## src/rtl/sram_burst_master.sv

```systemverilog
// rtl/sram_burst_master.sv - burst command master for a single-port synchronous SRAM
//
// Accepts one write or read burst command at a time. Each command carries a start
// address and a length of 1..16 beats. Write beats are streamed from the host to the
// SRAM, and read beats are streamed from the SRAM back to the host.
//
// Ports
//   i_clk, i_reset        clock; asynchronous active-high reset
//   i_cmd_*, o_cmd_ready  command handshake (we, start addr, len = beats-1)
//   i_wr_*, o_wr_ready    write beat handshake
//   o_rd_valid/data/last  read beat stream, no backpressure
//   o_busy                high whenever the FSM is not idle
//   o_wen/o_addr/o_w_data SRAM write enable, address and write data
//   i_read_data           SRAM read data, valid the cycle after the address

module sram_burst_master #(
    parameter int DW = 8,
    parameter int AW = 8
) (
    input  logic          i_clk,
    input  logic          i_reset,
    input  logic          i_cmd_valid,
    output logic          o_cmd_ready,
    input  logic          i_cmd_we,
    input  logic [AW-1:0] i_cmd_addr,
    input  logic [3:0]    i_cmd_len,
    input  logic          i_wr_valid,
    output logic          o_wr_ready,
    input  logic [DW-1:0] i_wr_data,
    output logic          o_rd_valid,
    output logic [DW-1:0] o_rd_data,
    output logic          o_rd_last,
    output logic          o_busy,
    output logic          o_wen,
    output logic [AW-1:0] o_addr,
    output logic [DW-1:0] o_w_data,
    input  logic [DW-1:0] i_read_data
);

    typedef enum logic [1:0] {
        S_IDLE  = 2'd0,
        S_WRITE = 2'd1,
        S_READ  = 2'd2,
        S_DRAIN = 2'd3
    } state_t;

    state_t        r_state;
    logic [AW-1:0] r_addr;
    logic [3:0]    r_len;
    logic [3:0]    r_cnt;
    logic          r_rd_valid;
    logic          r_rd_last;

    logic          w_last_beat;
    logic          w_wen;

    assign w_last_beat = (r_cnt == r_len);

    // The write enable is combinational from the FSM state. The asynchronous reset
    // forces r_state to IDLE, so a write in flight is stopped without waiting for
    // a clock edge.
    assign w_wen = (r_state == S_WRITE) && i_wr_valid;

    assign o_wen       = w_wen;
    assign o_w_data    = w_wen ? i_wr_data : '0;
    assign o_addr      = r_addr;
    assign o_cmd_ready = (r_state == S_IDLE);
    assign o_wr_ready  = (r_state == S_WRITE);
    assign o_busy      = (r_state != S_IDLE);
    assign o_rd_valid  = r_rd_valid;
    assign o_rd_last   = r_rd_last;
    // The SRAM presents its data one cycle after the address, which is the cycle in
    // which r_rd_valid is high. Because of this the read data is passed straight through.
    assign o_rd_data   = i_read_data;

    always_ff @(posedge i_clk or posedge i_reset) begin
        if (i_reset) begin
            r_state    <= S_IDLE;
            r_addr     <= '0;
            r_len      <= '0;
            r_cnt      <= '0;
            r_rd_valid <= 1'b0;
            r_rd_last  <= 1'b0;
        end else begin
            r_rd_valid <= 1'b0;
            r_rd_last  <= 1'b0;
            case (r_state)
                S_IDLE: begin
                    if (i_cmd_valid) begin
                        r_addr  <= i_cmd_addr;
                        r_len   <= i_cmd_len;
                        r_cnt   <= '0;
                        r_state <= i_cmd_we ? S_WRITE : S_READ;
                    end
                end
                S_WRITE: begin
                    // Stall with address and count held until the host offers a beat.
                    if (i_wr_valid) begin
                        r_addr <= r_addr + AW'(1);
                        if (w_last_beat) begin
                            r_cnt   <= '0;
                            r_state <= S_IDLE;
                        end else begin
                            r_cnt <= r_cnt + 4'd1;
                        end
                    end
                end
                S_READ: begin
                    // One read is issued every cycle. The matching beat is flagged
                    // for the next cycle.
                    r_rd_valid <= 1'b1;
                    r_rd_last  <= w_last_beat;
                    r_addr     <= r_addr + AW'(1);
                    if (w_last_beat) begin
                        r_cnt   <= '0;
                        r_state <= S_DRAIN;
                    end else begin
                        r_cnt <= r_cnt + 4'd1;
                    end
                end
                S_DRAIN: begin
                    // The final read beat is on the outputs during this cycle.
                    r_state <= S_IDLE;
                end
                default: r_state <= S_IDLE;
            endcase
        end
    end

endmodule

```

## config.mk

```make
export PLATFORM = sky130hd
export DESIGN_NAME = sram_burst_master
export DESIGN_NICKNAME = d
export VERILOG_FILES = /design/src/rtl/sram_burst_master.sv
export SDC_FILE = /design/constraint.sdc
export NUM_CORES = 1
export LEC_CHECK = 0
export CORE_ASPECT_RATIO = 0.7
export CORE_MARGIN = 2
export CORE_UTILIZATION = 36
export CTS_CLUSTER_DIAMETER = 80
export DETAILED_ROUTE_END_ITERATION = 8
export PLACE_DENSITY_LB_ADDON = 0.12
export SYNTH_ARGS = -nofsm -noshare
export SYNTH_HDL_FRONTEND = slang
export SYNTH_SLANG_ARGS = --single-unit
```

## constraint.sdc

```tcl
create_clock -name i_clk -period 1.75 [get_ports i_clk]
set_input_delay 0.525 -clock i_clk [delete_from_list [all_inputs] [get_ports i_clk]]
set_output_delay 0.525 -clock i_clk [all_outputs]
set_load 0.02 [all_outputs]
```

# --- Word level (Yosys, flattened, before mapping) ---
# Index checks and enable logic that the tools add are counted.
word_totals:
  word_cells: 39
  output_inout_bits: 30
  inputBits: 33
  register_bits: 20
classes:
  addsub: 2
  reduce_logical: 7
  muxes: 16
  eq_ne: 8
ops:
  columns: ["cell", "n"]
  rows:
  - ["8-bit two-way mux", 3]
  - ["8-bit case mux with 3 select lines", 1]
  - ["4-bit two-way mux", 3]
  - ["4-bit case mux with 3 select lines", 1]
  - ["2-bit two-way mux", 5]
  - ["8-bit by 1-bit adder with 8-bit output, second input constant", 1]
  - ["2-bit case mux with 4 select lines", 1]
  - ["2-bit != test, second input constant", 3]
  - ["4-bit by 1-bit adder with 4-bit output, second input constant", 1]
  - ["2-bit equality test, second input constant", 2]
  - ["4-bit equality test", 1]
  - ["4-bit AND reduction", 1]
  - ["3-bit AND reduction", 1]
  - ["3-bit nonzero test", 1]
  - ["2-bit by 1-bit equality test with 1-bit output, second input constant", 1]
  - ["2-bit zero test", 1]
  - ["1-bit two-way mux", 2]
  - ["2-bit by 1-bit != test with 1-bit output, second input constant", 1]
  - ["2-bit AND reduction", 1]
  - ["2-bit nonzero test", 1]
  - ["1-bit logical AND", 1]

# --- Logic depth before layout (Yosys ltp) ---
logic_depth:
  ltp_word: 4
  mapped_depth: 7
  ltp_nobuf: 6

# --- Least setup slack after synthesis ---
# No wires, ideal clock.
synth_timing:
  path_kind: "reg-to-reg"
  startpoint: "register r_state[0]"
  endpoint: "register r_cnt[3]"
  path_slack_ns: -0.082
  synth_period_minus_slack_ns: 1.832
  n_path_buf: 1
  stages_incl_launch_ff: 7
  arrival_time_ns: 1.731
  setup_ns: 0.101
  cell_sequence: "dfrtp_1 inv_1 ha_1 a221o_1 buf_6 or2_1 o311ai_2"
synth_via:
  elab_chain_cells: 3
synth_lines:
  columns: ["element", "line_no", "text"]
  rows:
  - ["start: declaration", "47", "state_t r_state;"]
  - ["start signal: assignment", "93", "r_state <= i_cmd_we ? S_WRITE : S_READ;"]
  - ["2-bit zero test *", null, null]
  - ["net o_cmd_ready", "23", "output logic o_cmd_ready,"]
  - ["2-bit != test (no source line) or 3-bit nonzero test (tied branches)", null, null]
  - ["3-bit AND reduction (no source line)", null, null]
  - ["end signal: assignment", "104", "r_cnt <= r_cnt + 4'd1;"]
  - ["end signal: assignment", "118", "r_cnt <= r_cnt + 4'd1;"]
  - ["end: declaration", "50", "logic [3:0] r_cnt;"]
# Mark *: on every way through the listed nets, which the timed path passes. The rest lies on a longest branch.
# A chain may end at the register's enable or synchronous reset.

# --- Worst setup path in the final report ---
layout_timing:
  startpoint: "register r_state[0]"
  endpoint: "register r_cnt[3]"
layout_via:
  elab_chain_cells: 3
layout_lines:
  columns: ["element", "line_no", "text"]
  rows:
  - ["2-bit by 1-bit equality test with 1-bit output (tied with other cells)", "87", "case (r_state)"]
  - ["2-bit != test (no source line) or 3-bit nonzero test (tied branches)", null, null]
  - ["3-bit AND reduction (no source line)", null, null]
# Several ways; a longest one is shown, not always the timed one.

==> flow_summary.toml <==
[detailed_routing]
drt_wl_total_mm = 3.30
ant_nets = 0
viasPerCell = 4.95
route.detailed.drc = 0
detail_route.wl_per_cell_um = 13.8
vias = 1184
dr.pass1.iters = 4
drtIter0Drc = 38

[timing]
tns_ns = -0.882
tightestPinTransition_ns = 0.524
fmax_mhz = 542
report.final.hold_viol_count = 0
relSlewSlack_pct = 64.6
maxSlewViolCount = 0
worst_hold_slack_ns = 0.535
period_needed_ns = 1.85
finalCritPeriodShare_pct = 106
finalSetupViolCount = 15
rsz0062_at_grt = "yes"
skew_ns = 0.00163
fin_ws_ns = -0.0966

[logic_synthesis]
muxShareOfSynthArea_pct = 7.72
synth_edf_count = 0
netlist_instances = 133
syn_area_um2 = 1260
ys_seq_area_share_pct = 39.6
synth_top_family_by_area = "simple AND/OR/NAND/NOR gates"
ys.flop_type = "dfrtp_1"
synth_compound_area_share_pct = 14.8
syn-mean-instance-area_um2 = 9.51
synth_xor_area_share_pct = 2.77
yosys_warnings = 0
ys_ff_latch = 20
yosysMostFrequentCell = "dfrtp_1"
yosys.cell_types.count = 36
synth_top_area_share_pct = 39.6
syn_nets = 173
synth-simple-area-share_pct = 18.6
ys_async_sr_fraction_pct = 100
synth_common_cells = "dfrtp_1 (20), nand2_1 (13), a21oi_1 (9)"
yosys-top-cells-area = "dfrtp_1 (40%), ha_1 (6.9%), mux2_2 (5.3%), and3_2 (4.7%), buf_4 (4.7%)"
synth_fa_ha_area_share_pct = 6.92
synth_top_cell_by_area = "dfrtp_1"

[critical_path]
end_kind = "flip-flop"
start_kind = "flip-flop"
crit_path_frequent_cell = "buf_6"
crit_fanout = 4
critPathBufInv = 3
path_cells = "buf_6, inv_4, ha_4, buf_6, a221o_1, or2_4, o311ai_4"
critPathArrivalTime_ns = 2.01
critPathKind = "reg -> reg"
crit_family = "compound AO/OA/AOI/OAI gates"
worstPathRequired_ns = 1.92
slowest_stage = "dfrtp_1"
critical_path.max_stage_delay_ns = 0.42

[global_routing]
grt-ovfl-total = 0
grt_pass1_vias = 1167
grt_max_degree = 21
antenna_found_initial = 0
grt_pass1_wl_mm = 5.26
grt_usage_pct = 17.3

[placed_design]
gp_congestion = 0.810
place_ws_ns = -0.723
place_inst = 231
io_buffers = 46
place_hpwl_mm = 2.36

[clocking]
cts_sinks = 20
cts_tree = "built"
insertion_delay_ns = 0.26
cts_buffers = 3
clockBufferDepth = 2
clk_pin_slew_ns = 0.08
root_buffer = "clkbuf_8"
cts_max_level = 1

[final_layout]
layout-drive-gt1-share_pct = 34.4
diodes = 0
nNetsFinal = 233
fin_cells = 239
final_util_pct = 63.1
area_delta_synth_final_pct = 62.4

[pwr]
p_leak_nw = 0.943
ir_drop_mv = 0.768
powerDensity_nw_per_um2 = 1840

[floorplan]
fp.dieW_um = 74.9
ios = 63
die_h_um = 53.6
start_util_pct = 38.9
rows = 17
dieArea_um2 = 4010
coreArea_um2 = 3250

[run_status]
status = "complete, but fails checks"
violations = "setup timing"

[worst_hold_path]
hold_class = "reg -> reg"

[job]
maxCapViolCount = 0
==> where the power goes <==
group	switching [mW]	total, mW	internal [mW]	leakage [nW]
Sequential	0.169	0.838	0.668	0.244
Clock	0.165	0.470	0.305	0.0357
Combinational	1.23	2.46	1.24	0.663
==> cell type report <==
cell class	instances	area, um^2
Sequential cell	20	500
Multi-Input combinational cell	91	729
Timing Repair Buffer	68	658
Clock inverter	1	30.0
Fill cell	269	1200
Tap cell	47	58.8
Clock buffer	3	41.3
Inverter	9	36.3
==> worst reg2reg max path, cell delays in order (launching register included) <==
cell      delay (ns)
dfrtp_1         0.42
buf_6           0.13
inv_4           0.03
ha_4            0.16
buf_6           0.12
a221o_1         0.36
or2_4           0.27
o311ai_4        0.27
==> through the flow <==
stage          power [mW]  instance area, um^2
4_1_cts              3.47                 1940
2_1_floorplan        2.15                 1270
5_1_grt              4.09                 2050
3_3_place_gp         2.92                 1840
3_5_place_dp         2.99                 1840
6_report             3.77                 2050
==> worst paths after layout <==
| path | start | end | slack (ns) | depth (start not counted) |
|---|---|---|---|---|
| setup reg to reg | r_state[0]$_DFFE_PP0P_ | r_cnt[3]$_DFFE_PP0P_ | -0.1 | 7 |
| min in group asynchronous | i_reset | r_len[1]$_DFFE_PP0P_ | 0.59 | 3 |
| hold reg to reg | r_len[3]$_DFFE_PP0P_ | r_len[3]$_DFFE_PP0P_ | 0.53 | 1 |
| hold / removal | r_len[3]$_DFFE_PP0P_ | r_len[3]$_DFFE_PP0P_ | 0.53 | 1 |
| max in group asynchronous | i_reset | o_addr[4]$_DFFE_PP0P_ | 0.94 | 3 |
| setup / recovery | r_state[0]$_DFFE_PP0P_ | r_cnt[3]$_DFFE_PP0P_ | -0.1 | 7 |
==> layout by cell type, fill, tap and decap left out, drive strengths merged, types with 3 or more instances in the layout <==
cell,n
a21oi,9
and3,9
buf,34
clkbuf,3
clkdlybuf4s50,21
dfrtp,20
dlygate4sd2,11
ha,7
inv,9
mux2,6
mux2i,3
nand2,13
nand2b,3
nand3,6
o21ai,8
o22ai,3
xor2,4
==> state kept, by name, indices dropped and copies added (netlist names) <==
register,flops
o_rd_last,1
o_rd_valid,1
r_state,2
o_addr,8
r_len,4
r_cnt,4
==> routing by layer <==
layer | part of all wire (%) | vias to the layer above | GRT usage [%]
met4 | 0.30 | 0 | 3.27
li1 | - | 583 | -
met2 | 47 | 43 | 29.5
met1 | 45 | 554 | 22.2
met3 | 7.6 | 4 | 4.87
met5 | 0 | - | 0
==> cells by family (layout without fill, tap and decap cells) <==
logic type	after synthesis	after routing
buffers and inverters	22	81
DFF	20	20
muxes	9	9
and+or+nand+nor	42	42
AOI/OAI and AO/OA	29	29
xor gates and xnor gates	4	4
adders and majority gates	7	7
==> repair_timing <==
action,in CTS,in global routing
pin swaps,3,5
resized for setup,88,23
setup buffers,1,4
hold buffers,0,0
setup endpoints to repair,34,24
Power figures use the tool's default switching activity.
==> variant 1, RTL diff (config.mk and constraints unchanged) <==
Change the parameter `AW` from 8 to 7.
--- a/src/rtl/sram_burst_master.sv
+++ b/src/rtl/sram_burst_master.sv
@@ -16,5 +16,5 @@
 module sram_burst_master #(
     parameter int DW = 8,
-    parameter int AW = 8
+    parameter int AW = 7
 ) (
     input  logic          i_clk,
Interface: changed (resized i_cmd_addr and o_addr); port bits go from 63 to 61. The function was not compared with the original's and may differ.
==> variant 1 against the original RTL <==
  * Sequential power is essentially flat
  * Highest routed layer unchanged
  * The flow still finishes with violations (setup timing)
  * Worst setup slack gained 60 ps
  * Synthesized area shrank 4.9%
  * Design area shrank 11%
  * Maximum frequency grew 3.4%
  * Critical path type is now in2out
  * Wire length shrank 10%
  * Count of clock-buffer cells in the layout is the same
  * Clock power shrank 34%
  * Via count shrank 6.3%
  * Worst hold slack lost 5.7 ps
  * Sequential cell count shrank 1
  * Total power shrank 10%
  * Critical endpoint is now o_w_data[3]
==> variant 1: results (changes against the original RTL) <==
=======================================================================================
Run status                                                                 finished with violations   unchanged
Violated checks                                                            setup timing   unchanged
Met2 Use GR                                                                      29.58%   was 29.53%
Commonest cells post-synth                                                 sky130_fd_sc_hd__dfrtp_1 (19), sky130_fd_sc_hd__nand2_1 (14), sky130_fd_sc_hd__and3_1 (10), sky130_fd_sc_hd__nand3_1 (9)   was sky130_fd_sc_hd__dfrtp_1 (20), sky130_fd_sc_hd__nand2_1 (13), sky130_fd_sc_hd__a21oi_1 (9)
Final critical-path setup slack                                               -36.29 ps   was -96.56 ps
Setup Total Neg Slack                                                         -196.1 ps   was -882.5 ps
Reg-to-reg critical path endpoint                                          o_addr[0]$_DFFE_PP0P_   was r_cnt[3]$_DFFE_PP0P_
Metal-1 WL                                                                      1246 um   was 1484 um
Fill cell count                                                                     289   was 269
Ratio of routed vias to standard cells                                            5.000   was 4.954
Largest vdd supply drop                                                        765.0 uV   was 767.7 uV
Number of unique standard cell types used by synthesis                               30   was 36
Max stage delay cell, worst path                                           sky130_fd_sc_hd__clkdlybuf4s50_1   was sky130_fd_sc_hd__dfrtp_1
WHS                                                                            529.2 ps   was 534.8 ps
Filler-free cell count of the finished design                                       222   was 239
Delay contributed by the slowest stage of the critical path                      440 ps   was 420 ps
Final setup vio count                                                                 8   was 15
Number of violations reported at the end of detailed-routing iteration 0             81   was 38
Cell class contributing the biggest share of worst-path delay              buffers and inverters   was compound AO/OA/AOI/OAI gates
Number of nets at the end of the flow                                               224   was 233
Total detailed-routing wirelength                                               2951 um   was 3297 um
Share of synthesized area spent on multiplexers                                  5.411%   was 7.715%
Fraction of final layout cells sized beyond drive strength 1                     27.17%   was 34.38%
Wire length of the first global-routing pass                                    4740 um   was 5257 um
Combined global-route utilization of all metal layers                            16.23%   was 17.29%
Endpoint required time on the critical path                                     1220 ps   was 1920 ps
Met3 Resource Use GR                                                             5.000%   was 4.869%
Estimated wirelength of the detail-placed design                                2291 um   was 2363 um
Post-route clock skew                                                          3.811 ps   was 1.632 ps
Sequential element share of the synthesized area                                 39.54%   was 39.56%
Slew at the pin closest to its max-slew limit                                  352.3 ps   was 524.2 ps
Synthesized-area fraction occupied by ao, oa, aoi and oai cells                  13.01%   was 14.84%
Start point of the critical path                                           i_wr_data[3]   was r_state[0]$_DFFE_PP0P_
=======================================================================================
[variant 1: cell type report]
| type | instances | share of cell area [%] |
|---|---|---|
| Clock buffer | 3 | 2.256 |
| Inverter | 7 | 1.435 |
| Timing Repair Buffer | 59 | 29.67 |
| Multi-Input combinational cell | 95 | 37.80 |
| Clock inverter | 1 | 0.2734 |
| Tap cell | 38 | 2.597 |
| Sequential cell | 19 | 25.97 |
[variant 1: per-stage QoR]
step | worst slack [ps] | instance area, sq um
after detailed placement | -705.9 | 1735
after global routing | -63.14 | 1831
after global placement | -664.0 | 1735
after CTS | -71.54 | 1783
after floorplan | 8.063 | 1215
final | -36.29 | 1831
[variant 1: power by group]
| part | total [uW] | switching [uW] | internal, uW |
|---|---|---|---|
| clock | 308 | 150 | 158 |
| sequential | 836 | 187 | 649 |
| combinational | 2240 | 1170 | 1070 |
[variant 1: timing repair]
item	CTS	global route
pin swaps	0	4
setup buffers	0	0
endpoints found under the setup margin	25	18
gates resized for setup	85	13
==> variant 2, RTL diff (config.mk and constraints unchanged) <==
Made on the original files. Make the reset (`i_reset`) synchronous in one clocked block. Comments in the files are not updated.
--- a/src/rtl/sram_burst_master.sv
+++ b/src/rtl/sram_burst_master.sv
@@ -74,5 +74,5 @@
     assign o_rd_data   = i_read_data;
 
-    always_ff @(posedge i_clk or posedge i_reset) begin
+    always_ff @(posedge i_clk) begin
         if (i_reset) begin
             r_state    <= S_IDLE;
Behaviour: differs if i_reset is asserted again (counterexample within 4 cycles, from zero or initial values and one cycle with i_reset high); with i_reset held inactive, the same outputs for 10 cycles.
==> variant 2 against the original RTL <==
  * The run still ends with setup timing left
  * Sequential cell count unchanged
  * Total power down 18%
  * Design area down 4.4%
  * Critical path depth down 2
  * Worst setup slack better by 92 ps
  * Clock skew down 0.69 ps
  * Combinational power down 14%
  * Wire length up 9.1%
  * Synthesized area about the same
  * Critical path type is now reg2out
  * Largest cell class unchanged
  * Highest routed layer unchanged
==> variant 2: results (changes against the original RTL) <==
=======================================================================================
Run status                                                                 finished with violations   unchanged
Violated checks                                                            setup timing   unchanged
Commonest cells post-synth                                                 sky130_fd_sc_hd__dfxtp_1 (20), sky130_fd_sc_hd__a21oi_1 (16), sky130_fd_sc_hd__nand2_1 (15), sky130_fd_sc_hd__o21ai_1 (11), sky130_fd_sc_hd__nand3_1 (10)   was sky130_fd_sc_hd__dfrtp_1 (20), sky130_fd_sc_hd__nand2_1 (13), sky130_fd_sc_hd__a21oi_1 (9)
Fraction of final layout cells sized beyond drive strength 1                     26.17%   was 34.38%
Largest vdd supply drop                                                        617.8 uV   was 767.7 uV
Post-synthesis net count                                                            200   was 173
Delay contributed by the slowest stage of the critical path                      330 ps   was 420 ps
Final setup vio count                                                                 2   was 15
Post-route clock skew                                                         0.9381 ps   was 1.632 ps
Total via count in the routed design                                               1312   was 1184
Maximum number of pins on one net before global-route repair                         15   was 21
Estimated wirelength of the detail-placed design                                2753 um   was 2363 um
Flip-flop count of the largest register, all copies and words added                   8   unchanged
Wire length of the first global-routing pass                                    5747 um   was 5257 um
RePlAce Congestion                                                               0.8094   was 0.8104
Data arrival time of the critical path                                          1230 ps   was 2010 ps
Final critical-path setup slack                                               -4.566 ps   was -96.56 ps
Setup Total Neg Slack                                                         -6.135 ps   was -882.5 ps
Number of unique standard cell types used by synthesis                               37   was 36
CP Max Fanout                                                                         7   was 4
Largest cells by area after synthesis                                      sky130_fd_sc_hd__dfxtp_1 (32%), sky130_fd_sc_hd__ha_1 (6.9%), sky130_fd_sc_hd__a21oi_1 (6.3%)   was sky130_fd_sc_hd__dfrtp_1 (40%), sky130_fd_sc_hd__ha_1 (6.9%), sky130_fd_sc_hd__mux2_2 (5.3%)
Number of violations reported at the end of detailed-routing iteration 0             50   was 38
Leak Pwr                                                                   0.0008411 uW   was 0.0009432 uW
Clock buffer count from CTS                                                           3   unchanged
Number of nets at the end of the flow                                               256   was 233
Average detailed-routed wire length per instance                               13.78 um   was 13.79 um
Combined global-route utilization of all metal layers                            18.81%   was 17.29%
Max stage delay cell, worst path                                           sky130_fd_sc_hd__dfxtp_2   was sky130_fd_sc_hd__dfrtp_1
Avg Synthesized Cell Area                                                   7.914 sq um   was 9.511 sq um
Primary flip-flop cell chosen by synthesis mapping                         sky130_fd_sc_hd__dfxtp_1   was sky130_fd_sc_hd__dfrtp_1
Total instance count after detailed placement                                       254   was 231
Number of cells traversed by the worst hold path                                      2   was 1
Vias in the first global route                                                     1218   was 1167
Total detailed-routing wirelength                                               3596 um   was 3297 um
Sequential element share of the synthesized area                                 31.62%   was 39.56%
Share of synthesized flip-flops with an asynchronous set or reset                    0%   was 100.0%
=======================================================================================
## variant 2: cell count changes after synthesis, sizes merged, moves of 3 or more
cell / before / now
dfrtp: 20 / 0
dfxtp: 0 / 20
nor2b: 0 / 8
a21oi: 9 / 16
mux2: 6 / 0
nand3: 6 / 10
nor2: 2 / 6
xnor2: 0 / 4
xor2: 4 / 0
a211oi: 0 / 3
nor3: 0 / 3
o21ai: 8 / 11
o22ai: 3 / 0
## variant 2: worst max-delay path: cells and delay by family, from the launching register on
kind | cells | cell delay, ps
flops | 1 | 330
buf+inv | 3 | 300
fa+ha+maj | 1 | 180
simple gates | 1 | 170
## variant 2: area by class of cell
cell class,instances,area (sq um)
timing repair buffer,66,623.1
clock buffer,3,41.29
inverter,8,30.03
fill,310,1290
tap,47,58.81
multi-input combinational,117,808.3
sequential,20,402.9
## variant 2: kinds of logic (layout without fill, tap and decap cells)
kind of cell	count (synthesis)	after routing	synth area share [%]
adder cells (fa/ha/maj)	7	7	6.917
flip-flops	20	20	31.62
XOR/XNOR	4	4	2.767
AO/OA/AOI/OAI	42	42	21.05
multiplexers	1	1	0.7905
buffers and inverters	23	77	9.782
AND/OR/NAND/NOR	63	63	27.08
## variant 2: routing by layer
layer	global-route usage, %	wire length, um
met1	26.61	1770
met2	29.68	1627
met3	4.494	182
met4	2.976	16
met5	0	0
## variant 2: report_power, final
part / total [uW] / leakage, uW / internal [uW] / switching (uW)
Combinational: 2120 / 0.000655 / 1020 / 1090
Clock: 296 / 0.0000216 / 153 / 143
Sequential: 692 / 0.000165 / 583 / 109
Total: 3100 / 0.000841 / 1760 / 1340
## variant 2: worst paths after layout
check | startpoint | end | slack, ps
max | r_state[1]$_SDFFE_PP0P_ | o_w_data[4] | -5
min | r_len[3]$_SDFFE_PP0P_ | r_len[3]$_SDFFE_PP0P_ | 470
max reg2reg | r_state[1]$_SDFFE_PP0P_ | o_addr[0]$_SDFFE_PP0P_ | 90
min reg2reg | r_len[3]$_SDFFE_PP0P_ | r_len[3]$_SDFFE_PP0P_ | 470
## variant 2: what timing repair did
item / CTS / global route
hold buffers: 0 / 0
setup endpoints to repair: 30 / 25
setup buffers: 3 / 1
resized for setup: 79 / 25
pin swaps: 0 / 3
## variant 2: per-stage QoR
| stage | power [uW] | cell area, sq um | worst slack [ps] |
|---|---|---|---|
| 2_1_floorplan | 1853 | 1269 | 21.28 |
| 3_3_place_gp | 2550 | 1827 | -657.7 |
| 3_5_place_dp | 2605 | 1827 | -715.3 |
| 4_1_cts | 3017 | 1912 | -79.95 |
| 5_1_grt | 3336 | 1964 | -54.17 |
| 6_report | 3104 | 1964 | -4.566 |
